<file path="src/rtl/muldiv_unit.sv">
// Multiply/divide unit: single-cycle MULT/MULTU, restoring radix-2 DIV/DIVU (divider only with `MULDIV_DIV_EN).
// Latency: MUL 2 cycles, DIV WIDTH+1 cycles (2 on divide-by-zero or without the divider); busy_o stalls the issuer.
// Backpressure: start_i is taken only in IDLE/DONE; cancel_i aborts in-flight work and leaves results untouched.
module muldiv_unit #(
    parameter int WIDTH = 32,
    parameter int CNT_W = 6
) (
    input  logic             clk,
    input  logic             rst,
    input  logic             start_i,
    input  logic [1:0]       op_i,
    input  logic [WIDTH-1:0] opa_i,
    input  logic [WIDTH-1:0] opb_i,
    input  logic             cancel_i,
    output logic             busy_o,
    output logic             done_o,
    output logic [WIDTH-1:0] hi_o,
    output logic [WIDTH-1:0] lo_o,
    output logic             div_zero_o
);

    typedef enum logic [1:0] {IDLE, MUL, DIV, DONE} state_t;

    state_t             state_q, state_d;
    logic               accept;
    logic               sgn_q;
    logic [WIDTH-1:0]   a_q, b_q, hi_q, lo_q;
    logic               dz_q;
    logic [WIDTH-1:0]   res_hi, res_lo;
    logic               res_dz;
    logic               div_last;
    logic [2*WIDTH-1:0] prod;

    // Sign-extending to 2*WIDTH lets one unsigned multiply serve both MULT and MULTU.
    assign prod = {{WIDTH{sgn_q & a_q[WIDTH-1]}}, a_q} * {{WIDTH{sgn_q & b_q[WIDTH-1]}}, b_q};

`ifdef MULDIV_DIV_EN
    logic [CNT_W-1:0] cnt_q;
    logic [WIDTH-1:0] rem_q, quo_q;
    logic [WIDTH-1:0] a_in_mag, dvs, rem_nxt, quo_nxt;
    logic [WIDTH:0]   rem_sh, diff;
    logic             a_neg, b_neg, b_zero, ge;

    always_comb begin
        a_in_mag = (!op_i[0] && opa_i[WIDTH-1]) ? -opa_i : opa_i;
        a_neg    = sgn_q & a_q[WIDTH-1];
        b_neg    = sgn_q & b_q[WIDTH-1];
        b_zero   = (b_q == '0);
        dvs      = b_neg ? -b_q : b_q;
        rem_sh   = {rem_q, quo_q[WIDTH-1]};
        diff     = rem_sh - {1'b0, dvs};
        ge       = ~diff[WIDTH];
        rem_nxt  = ge ? diff[WIDTH-1:0] : rem_sh[WIDTH-1:0];
        quo_nxt  = {quo_q[WIDTH-2:0], ge};
        div_last = b_zero || (cnt_q == CNT_W'(WIDTH - 1));
    end

    always_ff @(posedge clk) begin
        if (rst) begin
            cnt_q <= '0;
            rem_q <= '0;
            quo_q <= '0;
        end else if (accept) begin
            cnt_q <= '0;
            rem_q <= '0;
            quo_q <= a_in_mag;
        end else if (state_q == DIV) begin
            cnt_q <= cnt_q + 1'b1;
            rem_q <= rem_nxt;
            quo_q <= quo_nxt;
        end
    end
`else
    assign div_last = 1'b1;
`endif

    always_comb begin
        res_hi = prod[2*WIDTH-1:WIDTH];
        res_lo = prod[WIDTH-1:0];
        res_dz = 1'b0;
        if (state_q == DIV) begin
`ifdef MULDIV_DIV_EN
            if (b_zero) begin
                res_hi = a_q;
                res_lo = '1;
                res_dz = 1'b1;
            end else begin
                // Truncating division: quotient sign from operand signs, remainder follows dividend.
                res_lo = (a_neg ^ b_neg) ? -quo_nxt : quo_nxt;
                res_hi = a_neg ? -rem_nxt : rem_nxt;
            end
`else
            res_hi = '0;
            res_lo = '0;
            res_dz = 1'b1;
`endif
        end
    end

    always_comb begin
        state_d = state_q;
        accept  = 1'b0;
        case (state_q)
            IDLE, DONE: begin
                if (start_i && !cancel_i) begin
                    accept  = 1'b1;
                    state_d = op_i[1] ? DIV : MUL;
                end else begin
                    state_d = IDLE;
                end
            end
            MUL:     state_d = cancel_i ? IDLE : DONE;
            DIV: begin
                if (cancel_i)      state_d = IDLE;
                else if (div_last) state_d = DONE;
            end
            default: state_d = IDLE;
        endcase
    end

    always_ff @(posedge clk) begin
        if (rst) begin
            state_q <= IDLE;
            sgn_q   <= 1'b0;
            a_q     <= '0;
            b_q     <= '0;
            hi_q    <= '0;
            lo_q    <= '0;
            dz_q    <= 1'b0;
        end else begin
            state_q <= state_d;
            if (accept) begin
                sgn_q <= ~op_i[0];
                a_q   <= opa_i;
                b_q   <= opb_i;
                dz_q  <= 1'b0;
            end
            if (state_d == DONE) begin
                hi_q <= res_hi;
                lo_q <= res_lo;
                dz_q <= res_dz;
            end
        end
    end

    assign busy_o     = (state_q == MUL) || (state_q == DIV);
    assign done_o     = (state_q == DONE);
    assign hi_o       = hi_q;
    assign lo_o       = lo_q;
    assign div_zero_o = dz_q;

endmodule

</file>
<file path="config.mk">
export PLATFORM = sky130hd
export DESIGN_NAME = muldiv_unit
export DESIGN_NICKNAME = d
export VERILOG_FILES = /design/src/rtl/muldiv_unit.sv
export SDC_FILE = /design/constraint.sdc
export NUM_CORES = 2
export LEC_CHECK = 0
export CORE_ASPECT_RATIO = 1.4
export CORE_MARGIN = 3
export CORE_UTILIZATION = 30
export DETAILED_ROUTE_END_ITERATION = 12
export PLACE_DENSITY_LB_ADDON = 0.3
export RECOVER_POWER = 50
export SLEW_MARGIN = 25
export SYNTH_ARGS = -nofsm -noshare
export SYNTH_HDL_FRONTEND = slang
export SYNTH_SLANG_ARGS = --single-unit
</file>
<file path="constraint.sdc">
create_clock -name clk -period 16.2 [get_ports clk]
set_input_delay 1.62 -clock clk [delete_from_list [all_inputs] [get_ports clk]]
set_output_delay 1.62 -clock clk [all_outputs]
set_load 0.02 [all_outputs]
</file>
# == Word level (Yosys, flattened, before mapping) ==
# Index checks and enable logic that the tools add are counted.
# op_classes
eq_ne,4
n_reduce_logical,7
bitwise,3
n_mul,1
muxes,11
# op_table
operator,count
33-bit by 33-bit multiplier with 64-bit output,1
32-bit 2-to-1 mux,2
"2-bit == test, second input constant",3
2-bit 2-to-1 mux,3
1-bit 2-to-1 mux,5
2-bit case mux with 2 select lines,1
2-bit OR reduction,2
1-bit AND,2
"2-bit by 1-bit == test with 1-bit output, second input constant",1
2-bit logical NOT,1
2-bit nonzero test,1
1-bit logical AND,1
1-bit logical NOT,1
1-bit logical OR,1
1-bit NOT,1
# word_totals
wordCells,33
register_bits,132
output_inout_bits,67
input_bits,70

# == Longest topological paths before layout ==
# depth
ltp_word,6
depth_mapped,31
depth_no_buf,28

# == Least setup slack after synthesis ==
# Ideal clock, no wire load.
# synth_path
path_kind,register to register
startpoint,register a_q[31]
endpoint,register hi_q[27] (netlist: hi_o[27])
path_buffers,2
required_ns,16.077
path_stages_with_launch,30
setup_ns,0.123
arrival_ns,7.642
synth_period_minus_slack_ns,7.765
slack_ns,8.435
cell_sequence,dfxtp_1 > clkbuf_1 > and2_1 > clkbuf_1 > nand2_1 > inv_1 > fa_1 > inv_1 > fa_1 > inv_1 > fa_1 > fa_1 > inv_1 > fa_1 > inv_1 > fa_1 > inv_1 > fa_1 > fa_1 > inv_1 > ha_1 > nand3_1 > nor2_1 > a221oi_1 > nand3_1 > nor3_1 > nor2_1 > a221oi_1 > xor2_1 > o21ai_0
# synth_between
elab_chain_cells,3
# synth_lines
element,line,rtl
"start, declared",27,"logic [WIDTH-1:0] a_q, b_q, hi_q, lo_q;"
"start signal, assigned",134,a_q <= opa_i;
1-bit AND,35,"assign prod = {{WIDTH{sgn_q & a_q[WIDTH-1]}}, a_q} * {{WIDTH{sgn_q & b_q[WIDTH-1]}}, b_q};"
33-bit by 33-bit multiplier with 64-bit output (*),35,
32-bit 2-to-1 mux (*),81,if (state_q == DIV) begin
"end signal, assigned",139,hi_q <= res_hi;
"end, declared",27,
# Every way passes the cells marked *; elsewhere a longest branch is shown, timed or not.
# A chain may end at the register's enable or synchronous reset.

# == Final worst setup path ==
# layout_path
startpoint,register sgn_q
endpoint,register hi_q[19] (netlist: hi_o[19])
# layout_between
elab_chain_cells,3
elab_cells_between_ends,4
classes_between,1 x mul; 1 x mux; 2 x bitwise
# layout_lines
element,line,rtl
"start, declared",26,logic sgn_q;
"start signal, assigned",133,sgn_q <= ~op_i[0];
1-bit AND,35,
33-bit by 33-bit multiplier with 64-bit output (*),35,
32-bit 2-to-1 mux (*),81,
# Marks and branches as above.

==> metrics.md <==
| Metric | Value |
|---|---|
| CP max FO | 22 |
| First-pass GRT wire length | 205000 µm |
| Core region area | 140000 µm² |
| Postcts setup bufs | 0 |
| Full die area | 146000 µm² |
| Most common cell in the netlist | inv_1 |
| Height of the die | around 450 µm |
| Status | finished, violations left |
| Pre-antenna DRT Iters | 5 |
| RSZ-0062 raised after global routing | false |
| Final setup violation count | 0 |
| DR vias | 31400 |
| Initial antenna violation count | 3 |
| P&R area growth vs syn | 8.92% |
| Worst slew pin tran | 3.82 ns |
| Finished layout cell area | roughly 46000 µm² |
| Root Driver | clkbuf_16 |
| # rows | 162 |
| Final slew viol count | 182 |
| Met3 Wirelength | around 3300 µm |
| Min cycle time layout | 9.14 ns |
| WS Path Type | flop to flop |
| Failing checks | max-capacitance violations, max-slew violations |
| DR vias/cell | 4.77 |
| Seq cells post-synth | 132 |
| Fin nets | about 6100 |
| Starting Density | between 30% and 40% |
| Seq/Total Area, Yosys | 6.22% |
| Min-delay worst type | flop to flop |
| DRC violations left | 0 |
| Buffers on Ports | between 100 and 150 |
| # IOs | 137 |
| CTS Buf Count | 17 |
| CP endpoint kind | flop |
| H-tree depth | 4 |
| Lkg Pwr | between 20 and 25 nW |
| Layout Skew | 0.0333 ns |
| Synth Area per Inst | 8.98 µm² |
| Worst-path clk slew | 0.09 ns |
| Largest net degree at the start of global routing | between 60 and 70 |
| Main synth FF type | dfxtp_1 |
| Clk_lat worst skew | 0.53 ns |
| Period utilisation layout | 56.4% |
| Vias in the first global route | around 35000 |
| Yosys cell types | 72 |
| Synth Cell Area | 42500 µm² |
| CP required | 16.64 ns |
| Synth area leader | fa_1 |
| CTS Hold Bufs | 0 |
| Synth area leaders | fa_1 (53%), inv_1 (10%), nand2_1 (7.8%) |
| Post-synth ARST share | 0% |
| TritonCTS clock tree | yes |
| Post_cts resized | 0 |
| Clk sinks | approximately 130 |
| Hold Vio Cnt, Final | 0 |
| CP Data Arrival Time | 9.58 ns |
| Worst Setup Start Kind | flop |
| Global placement routability congestion | 0.841 |
| Detailed Place HPWL | 104000 µm |
| WL met2 | 75000 µm |
| Max layer used | met4 |
| Mapped Nets | 6143 |
| Die X | between 300 and 400 µm |
| GRT Total Usage | 18.7% |
| GR Overflow Total | 0 |
| Clock buffer depth | 2 |
| Total wire length | around 130000 µm |
| Power density over cell area | 29.9 nW/µm² |
| Top cell type's share of synthesized area | around 53% |
| Max cap viols | 3 |
| Met1 Wirelength | between 40000 and 50000 µm |
| Fillers | roughly 15000 |
| Max transition margin | -154% |
| Avg WL per Cell | approximately 20 µm |
| First DRT Iteration DRCs | approximately 1400 |
| Ys Warns | 0 |
| Peak supply drop | 0.0783 mV |
| Post-route ant nets | 0 |
| Share of cells above drive strength 1 | 3.05% |
| Number of synthesized flops with an enable pin | 0 |
| Gate count after technology mapping | 4734 |
| Setup TNS | 0 ns |
| Fmax | 109 MHz |
| Commonest cells post-synth | inv_1 (1132), fa_1 (1125), nand2_1 (886) |
| Hold slack final | 0.451 ns |
| Post-place instance area | 45700 µm² |
## critical path, stage by stage, from the launching register on
cell      delay (ns)
dfxtp_1         0.82
and2_1          0.57
nand2_1         0.19
inv_1           0.16
fa_1            0.48
fa_1            0.62
fa_2            0.51
inv_1           0.41
fa_1            0.50
inv_1           0.08
fa_1            0.44
fa_1            0.50
fa_1            0.49
inv_1           0.05
fa_1            0.47
inv_1           0.04
ha_1            0.40
nand2_1         0.11
nor2_1          0.28
and3_1          0.21
nand3_1         0.14
a211oi_1        0.79
o21ai_0         0.15
nand2_1         0.15
xor2_1          0.23
a22oi_1         0.10
nor2_1          0.15
## worst paths after layout
check | startpoint | endpoint | slack [ns] | cells past startpoint
worst max-delay path | sgn_q$_SDFFE_PP0P_ | hi_o[19]$_SDFFE_PP0P_ | 7.06 | 26
worst max register to register | sgn_q$_SDFFE_PP0P_ | hi_o[19]$_SDFFE_PP0P_ | 7.06 | 26
worst min-delay path | hi_o[26]$_SDFFE_PP0P_ | hi_o[26]$_SDFFE_PP0P_ | 0.45 | 2
worst min register to register | hi_o[26]$_SDFFE_PP0P_ | hi_o[26]$_SDFFE_PP0P_ | 0.45 | 2
## where the power goes
group	internal, mW	switching, mW
clock	0.271	0.180
sequential	0.338	0.0351
combinational	0.192	0.368
## cell families (layout without fill, tap and decap cells)
group	after synthesis	in the layout	share of synthesized area, %
compound gates	331	331	4.82
xor+xnor	69	69	1.42
fa+ha+maj	1339	1339	59.3
buf+inv	1400	1356	12.4
flops	132	132	6.22
mux	1	1	0.0235
other cells	0	2	0
simple gates	1462	1462	15.8
## layout make-up
class / count / area [µm²] / share of cell area, %
well taps: 1886 / 2360 / 5.10
clock inverters: 12 / 205 / 0.443
diodes: 2 / 5.00 / 0.0108
repair buffers: 194 / 1780 / 3.85
flip-flops and latches: 132 / 2670 / 5.76
multi-input cells: 3202 / 34600 / 74.7
clock buffers: 18 / 429 / 0.927
inverters: 1132 / 4250 / 9.18
## through the flow
stage               worst slack (ns)  std cells  util, %  power (mW)
floorplan                       8.43       4734        -       0.708
global placement                7.28       6546     32.6       0.943
detailed placement              7.16       6546     32.6       0.950
CTS                             7.10       6576     33.1        1.41
global route                    6.51       6576     33.1        1.47
finish                          7.06       6578     33.1        1.38
## flip-flops by register name (all words and copies together) (netlist names)
| name | count |
|---|---|
| a_q | 32 |
| b_q | 32 |
| div_zero_o | 1 |
| hi_o | 32 |
| lo_o | 32 |
| sgn_q | 1 |
| state_q | 2 |
## placed cells by master (no fill, tap or decap), types with 18 or more instances in the layout
| master | netlist | final |
|---|---|---|
| a21o_1 | 29 | 29 |
| nand3_1 | 18 | 18 |
| dfxtp_2 | 0 | 21 |
| nor2_1 | 91 | 88 |
| xor2_1 | 26 | 26 |
| and3_1 | 27 | 27 |
| o21ai_0 | 56 | 56 |
| inv_1 | 1132 | 1132 |
| ha_1 | 214 | 214 |
| a21oi_1 | 143 | 143 |
| dlygate4sd3_1 | 1 | 33 |
| dfxtp_1 | 132 | 111 |
| xnor2_1 | 43 | 43 |
| clkdlybuf4s50_1 | 0 | 102 |
| fa_1 | 1125 | 1124 |
| a22oi_1 | 26 | 26 |
| buf_4 | 2 | 56 |
| nand2_1 | 886 | 886 |
| and2_1 | 360 | 360 |
## per-layer routing
metal | global-route usage, % | vias to the layer above
met5 | 0 | -
met4 | 12.5 | 0
met3 | 1.57 | 343
met2 | 36.0 | 709
met1 | 19.0 | 16800
li1 | - | 13500
Power figures use the tool's default switching activity.
